===== config.mk =====
export PLATFORM = sky130hd
export DESIGN_NAME = seg_display_mux
export DESIGN_NICKNAME = d
export VERILOG_FILES = /design/src/rtl/seg_display_mux.sv
export SDC_FILE = /design/constraint.sdc
export NUM_CORES = 1
export LEC_CHECK = 0
export CORE_MARGIN = 5
export CORE_UTILIZATION = 35
export DETAILED_ROUTE_END_ITERATION = 8
export HOLD_SLACK_MARGIN = 0.02
export PLACE_DENSITY = 0.53
export SLEW_MARGIN = 20
export SYNTH_ARGS = -nofsm -noshare
export SYNTH_HDL_FRONTEND = slang
export SYNTH_SLANG_ARGS = --single-unit

===== constraint.sdc =====
create_clock -name CLK -period 2.3 [get_ports CLK]
set_input_delay 0.345 -clock CLK [delete_from_list [all_inputs] [get_ports CLK]]
set_output_delay 0.345 -clock CLK [all_outputs]
set_load 0.1 [all_outputs]

===== src/rtl/seg_display_mux.sv =====
// Multiplexed N-digit seven-segment display controller.
// Double-buffered registers, PWM brightness, leading-zero suppression.
module seg_display_mux #(
    parameter int DIGITS       = 4,
    parameter int SCAN_DIV     = 12,
    parameter int BRIGHT_RESET = 15
) (
    input  logic              CLK,
    input  logic              RESET_N,
    input  logic              WE,
    input  logic [1:0]        WADDR,
    input  logic [31:0]       WDATA,
    output logic [6:0]        seg_pins_n,
    output logic              dp_n,
    output logic [DIGITS-1:0] digit_sel_n,
    output logic              frame_tick,
    output logic              update_pending
);

    localparam int IW = (DIGITS > 1) ? $clog2(DIGITS) : 1;
    localparam int VW = 4 * DIGITS;
    localparam logic [IW-1:0] LAST = IW'(DIGITS - 1);
    localparam logic [3:0] BR_RST = 4'(BRIGHT_RESET);

    logic [SCAN_DIV-1:0] presc;
    logic [IW-1:0]       idx;
    logic                slot_tick;
    logic                wrap;

    logic [VW-1:0]     sh_value, act_value;
    logic [DIGITS-1:0] sh_dp, act_dp;
    logic [DIGITS-1:0] sh_blank, act_blank;
    logic              sh_en, act_en;
    logic [3:0]        sh_bright, act_bright;
    logic              sh_lzs, act_lzs;

    logic [3:0]        nib;
    logic [DIGITS-1:0] upper_zero;
    logic [DIGITS-1:0] sel_onehot;
    logic              suppressed;
    logic              lit;

    // Upper WDATA bits beyond the widest field carry no meaning.
    logic unused_wdata;
    assign unused_wdata = ^WDATA;

    assign slot_tick = &presc;
    assign wrap      = slot_tick && (idx == LAST);

    function automatic logic [6:0] hex7(input logic [3:0] n);
        logic [6:0] s;
        case (n)
            4'h0: s = 7'h3F;
            4'h1: s = 7'h06;
            4'h2: s = 7'h5B;
            4'h3: s = 7'h4F;
            4'h4: s = 7'h66;
            4'h5: s = 7'h6D;
            4'h6: s = 7'h7D;
            4'h7: s = 7'h07;
            4'h8: s = 7'h7F;
            4'h9: s = 7'h6F;
            4'hA: s = 7'h77;
            4'hB: s = 7'h7C;
            4'hC: s = 7'h39;
            4'hD: s = 7'h5E;
            4'hE: s = 7'h79;
            default: s = 7'h71;
        endcase
        return s;
    endfunction

    // Free-running prescaler and digit scan index.
    always_ff @(posedge CLK or negedge RESET_N) begin
        if (!RESET_N) begin
            presc <= '0;
            idx   <= '0;
        end else begin
            presc <= presc + 1'b1;
            if (wrap) begin
                idx <= '0;
            end else if (slot_tick) begin
                idx <= idx + 1'b1;
            end
        end
    end

    // CPU-visible shadow registers take writes on any cycle.
    always_ff @(posedge CLK or negedge RESET_N) begin
        if (!RESET_N) begin
            sh_value  <= '0;
            sh_dp     <= '0;
            sh_blank  <= '0;
            sh_en     <= 1'b1;
            sh_bright <= BR_RST;
            sh_lzs    <= 1'b0;
        end else if (WE) begin
            case (WADDR)
                2'd0: sh_value <= WDATA[VW-1:0];
                2'd1: sh_dp    <= WDATA[DIGITS-1:0];
                2'd2: sh_blank <= WDATA[DIGITS-1:0];
                default: begin
                    sh_en     <= WDATA[0];
                    sh_bright <= WDATA[4:1];
                    sh_lzs    <= WDATA[5];
                end
            endcase
        end
    end

    // Active set copies shadow only at the frame wrap, so frames never tear.
    always_ff @(posedge CLK or negedge RESET_N) begin
        if (!RESET_N) begin
            act_value      <= '0;
            act_dp         <= '0;
            act_blank      <= '0;
            act_en         <= 1'b1;
            act_bright     <= BR_RST;
            act_lzs        <= 1'b0;
            frame_tick     <= 1'b0;
            update_pending <= 1'b0;
        end else begin
            frame_tick <= wrap;
            if (wrap) begin
                act_value  <= sh_value;
                act_dp     <= sh_dp;
                act_blank  <= sh_blank;
                act_en     <= sh_en;
                act_bright <= sh_bright;
                act_lzs    <= sh_lzs;
            end
            if (WE) begin
                update_pending <= 1'b1;
            end else if (wrap) begin
                update_pending <= 1'b0;
            end
        end
    end

    // Decide whether the current digit is lit and what it shows.
    always_comb begin
        nib = act_value[4*idx +: 4];
        upper_zero = '0;
        upper_zero[DIGITS-1] = (act_value[VW-1 -: 4] == 4'h0);
        for (int i = DIGITS - 2; i >= 0; i--) begin
            upper_zero[i] = upper_zero[i+1] && (act_value[4*i +: 4] == 4'h0);
        end
        suppressed = act_lzs && (idx != '0) && upper_zero[idx];
        lit = act_en && !act_blank[idx]
            && (presc[SCAN_DIV-1 -: 4] <= act_bright)
            && (!suppressed || act_dp[idx]);
        sel_onehot = DIGITS'(1) << idx;
    end

    // Registered pin drivers; everything dark when the digit is unlit.
    always_ff @(posedge CLK or negedge RESET_N) begin
        if (!RESET_N) begin
            seg_pins_n  <= 7'h7F;
            dp_n        <= 1'b1;
            digit_sel_n <= '1;
        end else if (lit) begin
            seg_pins_n  <= suppressed ? 7'h7F : ~hex7(nib);
            dp_n        <= ~act_dp[idx];
            digit_sel_n <= ~sel_onehot;
        end else begin
            seg_pins_n  <= 7'h7F;
            dp_n        <= 1'b1;
            digit_sel_n <= '1;
        end
    end

endmodule


Word-level counts from Yosys, hierarchy flattened:

Memory sizes are Yosys's and may differ from the RTL's.
Cells that the tools add are included.

* flip-flop bits (word level): 88
* memory bits (read-only): 112
* input bits: 37
* word-level logic and storage cells: 74
* memories: 1

Memories
* (name not given): words 16, bits a word 7, read ports 1, clocked after Yosys merged registers in 0, write ports 0, RTL line 52 `case (n)`

* $add $sub $neg: 2
* magnitude comparators: 2
* eq/ne operators: 3
* shift operators: 2
* mux-type cells: 15
* bitwise logic cells: 4
* reductions and logical operators: 26

Operators with widths (count)
* $mux 7: 3
* $logic_not 4->1: 4
* $shiftx 16x5->4: 1
* $add 12x1->12 const B: 1
* $reduce_and 12->1: 1
* $logic_and 1x1->1: 9
* $reduce_and 2->1: 4
* $not 7->7: 1
* $bmux 1 s2: 3
* $mux 1: 6
* $reduce_bool 2->1: 3
* $eq 2x2->1 const B: 2
* $le 4x4->1: 1
* $mux 2: 2
* $mux 4: 1
* $not 4->4: 1
* $shl 1x2->4 const A: 1
* $lt 2x3->1 const B: 1
* $reduce_or 3->1: 1
* $add 2x1->2 const B: 1
* $eq 2x1->1 const B: 1
* $logic_not 1->1: 2
* $logic_not 2->1: 1
* $not 1->1: 2
* $logic_or 1x1->1: 1

Longest topological paths before layout:

* depth in word-level cells: 14
* depth in mapped cells: 8
* depth with buffers taken out: 7

Least setup slack after synthesis:

OpenSTA, ideal clock, no wires.

* path kind: register to register
* from: register idx[0]
* to: register seg_pins_n[1]
* library setup time: 88 ps
* data arrival time: 1778 ps
* required time: 2212 ps
* slack: 434 ps
* stages on the path, launching flop included: 9
* buffers on the path: 1
* cell sequence: dfrtp_1 buf_6 mux4_2 inv_1 ha_1 inv_1 mux2i_1 a32oi_1 nand3_1

* cells in the longest elaborated chain, start to end: 7

RTL lines
* start, declared: RTL line 26 `logic [IW-1:0] idx;`
* start signal, assigned: RTL line 83 `idx <= idx + 1'b1;`
* parallel branches: the longest is 6 deep, another holds $mem_v2 16x7
* $mux 7 *: RTL line 161 `end else if (lit) begin`
* end signal, assigned: RTL line 162 `seg_pins_n <= suppressed ? 7'h7F : ~hex7(nib);`
* end, declared: RTL line 13 `output logic [6:0] seg_pins_n,`

Mark *: on every way between the ends. The select of a mux whose other input is x is not followed.
A chain may end at the register's enable or synchronous reset.

Worst setup path after layout:

* from: register idx[0]
* to: register seg_pins_n[6]

Same word-level chain as after synthesis.

==> reports/results.ini <==
[status]
status = completed

[cells_and_area]
fill_cells = 1039
fin_nets = 373
syn_to_final_growth_pct = 21.32
antenna_cells = 0
drive_gt1_share_pct = 41.72
fin_cells = 469

[power]
switching_share_pct = 20.21
p_comb_share_pct = 5.3
p_seq_share_pct = 47.8
p_leak_nw = 2.194
p_clk_share_pct = 46.9
internal-power_w = 0.002853
powerDensity_nw_per_um2 = 728.9
ir_drop_mv = 0.4965
p_total_w = 0.003576
p_switching_w = 0.0007225

[synth]
ys_top_cells_by_area = dfrtp_1 (41%), dfstp_2 (14%), mux2_4 (11%), mux2_2 (9.2%), ha_1 (4.6%)
synth.avg_cell_area_um2 = 14.65
syn_nets = 328
syn_area_um2 = 4044
synth-async-reset-ratio_pct = 100.0
yosys-top-cells-count = dfrtp_1 (66), mux2_2 (33), mux2_4 (29)
yosys_warnings = 0
synthFlopType = dfrtp_1
synthDistinctLibCells = 42
yosys.cell_count.top_type = dfrtp_1
synth_edf_count = 0
synth_cells = 276
yosys_register_bits = 88
synth_top_area_cell = dfrtp_1
synth_top_area_share_pct = 40.84
synth_seq_area_share_pct = 55.14

[clocking]
path_clk_slew_ns = 0.06
cts_made_buffers = 9
htree_levels = 3
insertion_delay_ns = 0.33
cts.path.max_buffers = 2
ctsResizeCount = 0
cts_setup_buffers = 0
hold_buffers = 0
cts_tree = yes
cts.sinks = 88
root_buffer = clkbuf_16

[placed_design]
dp.cells = 453
portBuffers = 34
place.gp.congestion = 0.7675
dpl.hpwl_um = 5101
pre_cts_slack_ns = 0.2549

[timing]
setup_viol = 0
hold_violations = 0
rsz0062_at_grt = false
finClkSkew_ns = 0.005980
period_minus_slack_ns = 2.028
post-route-period-util_pct = 88.17
hold_slack_ns = 0.01441
setup_ws_ns = 0.2721
slew_headroom_pct = 60.11
drv_slew = 0
worstMarginPinSlew_ns = 0.5983
fmax_mhz = 493.1
finalSetupTns_ns = 0

[global_route]
grt_max_degree = 45
grt_pass1_vias = 2403
grt_pass1_wl_um = 12290
grt_overflow_total = 0
track_usage_pct = 10.97
antenna_found_initial = 0

[routing]
detail_route.vias_per_cell = 4.859
wl_um = 7078
ant_nets = 0
wl_per_cell_um = 15.09
drt_iter0_drc = 76
vias = 2279
dr.pass1.iters = 4
drc = 0

[floorplanning]
coreArea_um2 = 11370
dieArea_um2 = 13800
rows = 39
initial_core_util_pct = 35.57
die_y_um = 117.5
ios = 51
die-width_um = 117.5

[setup_path]
r2r_cells = 5
crit_required_ns = 2.55
cp.arrival_ns = 2.27
crit_type = reg -> reg
start_kind = flop
reg2reg_slack_ns = 0.27
cp_max_fo = 13
end_kind = flop
r2r-start = idx[0]
reg2reg_to = seg_pins_n[6]

[run]
max-cap-violations = 0

[hold_path]
hp-class = in -> async

[power groups by stage]
stage               Sequential, W  Clock (W)  Combinational (W)
global route              0.00172    0.00180           0.000212
CTS                       0.00171    0.00173           0.000198
global placement          0.00173          0           0.000192
finish                    0.00171    0.00168           0.000191
detailed placement        0.00174          0           0.000198
floorplan                 0.00172          0           0.000105
[sequential cells by signal (all words and copies together) (netlist names), 2 cells and up]
name         cells
act_value       16
act_bright       4
presc           12
digit_sel_n      4
sh_bright        4
act_blank        4
sh_blank         4
act_dp           4
seg_pins_n       7
idx              2
sh_value        16
sh_dp            4
[stage by stage]
stage | area [um2] | utilization, %
after floorplan | 4044 | -
after global placement | 4556 | 40.07
after detailed placement | 4556 | 40.07
after CTS | 4906 | 43.15
after global routing | 4906 | 43.15
final | 4906 | 43.15
[metal layers]
metal  wire (um)  global-route usage [%]  vias to the layer above
met5           0                       0                        -
met4          81                   3.656                        0
met3         246                   3.316                        7
met2        3211                   16.23                       35
met1        3538                   15.39                     1148
li1            -                       -                     1089
[worst max path at each step]
stage | from | end | slack, ns | cells past startpoint
floorplan | idx[0] | seg_pins_n[1] | 0.43 | 8
global placement | idx[0] | seg_pins_n[1] | 0.28 | 7
detailed placement | idx[0] | seg_pins_n[1] | 0.25 | 7
CTS | idx[0] | seg_pins_n[1] | 0.24 | 7
global route | idx[0] | seg_pins_n[0] | 0.12 | 5
finish | idx[0] | seg_pins_n[6] | 0.27 | 5
[worst max-delay path: stages (launching register included)]
cell and delay (ns):
dfrtp_1 0.52, buf_4 0.19, mux4_2 0.66, mux2_2 0.32, a22oi_1 0.15, nand3_1 0.10
[cell families after synthesis]
family,count (synthesis),synth area share (%)
xor gates and xnor gates,10,2.166
muxes,71,24.04
buffers and inverters,23,3.156
DFF,88,55.14
adders and majority gates,15,4.641
AOI/OAI and AO/OA,19,3.527
and+or+nand+nor,50,7.333
[placed cells by master (no fill, tap or decap), types with 2 or more instances in the layout]
cell	Yosys	routed
a21oi_1	3	3
buf_12	0	3
buf_4	0	21
bufinv_16	0	3
clkbuf_16	0	9
clkdlybuf4s50_1	0	19
clkinv_4	0	2
dfrtp_1	66	66
dfstp_2	22	22
ha_1	15	15
inv_1	14	14
inv_6	0	2
mux2_2	33	33
mux2_4	29	29
mux2i_1	3	3
mux4_2	6	6
nand2_1	10	10
nand2b_1	2	2
nand3_1	11	11
nand3b_1	3	3
nand4_1	4	4
nor2_1	6	6
nor4_1	4	4
o2111ai_1	4	4
o21ai_0	3	3
xnor2_1	6	6
xor2_1	4	4
[layout make-up]
class | count | area (um2) | share of cell area, %
clock buffer | 9 | 225.2 | 4.591
clock inverter | 7 | 125.1 | 2.550
inverter | 14 | 52.55 | 1.071
multi-input combinational | 165 | 1687 | 34.38
sequential | 88 | 2230 | 45.45
tap | 143 | 178.9 | 3.647
timing repair buffer | 43 | 407.9 | 8.314
Note: power is estimated with default switching activity, not from simulation.
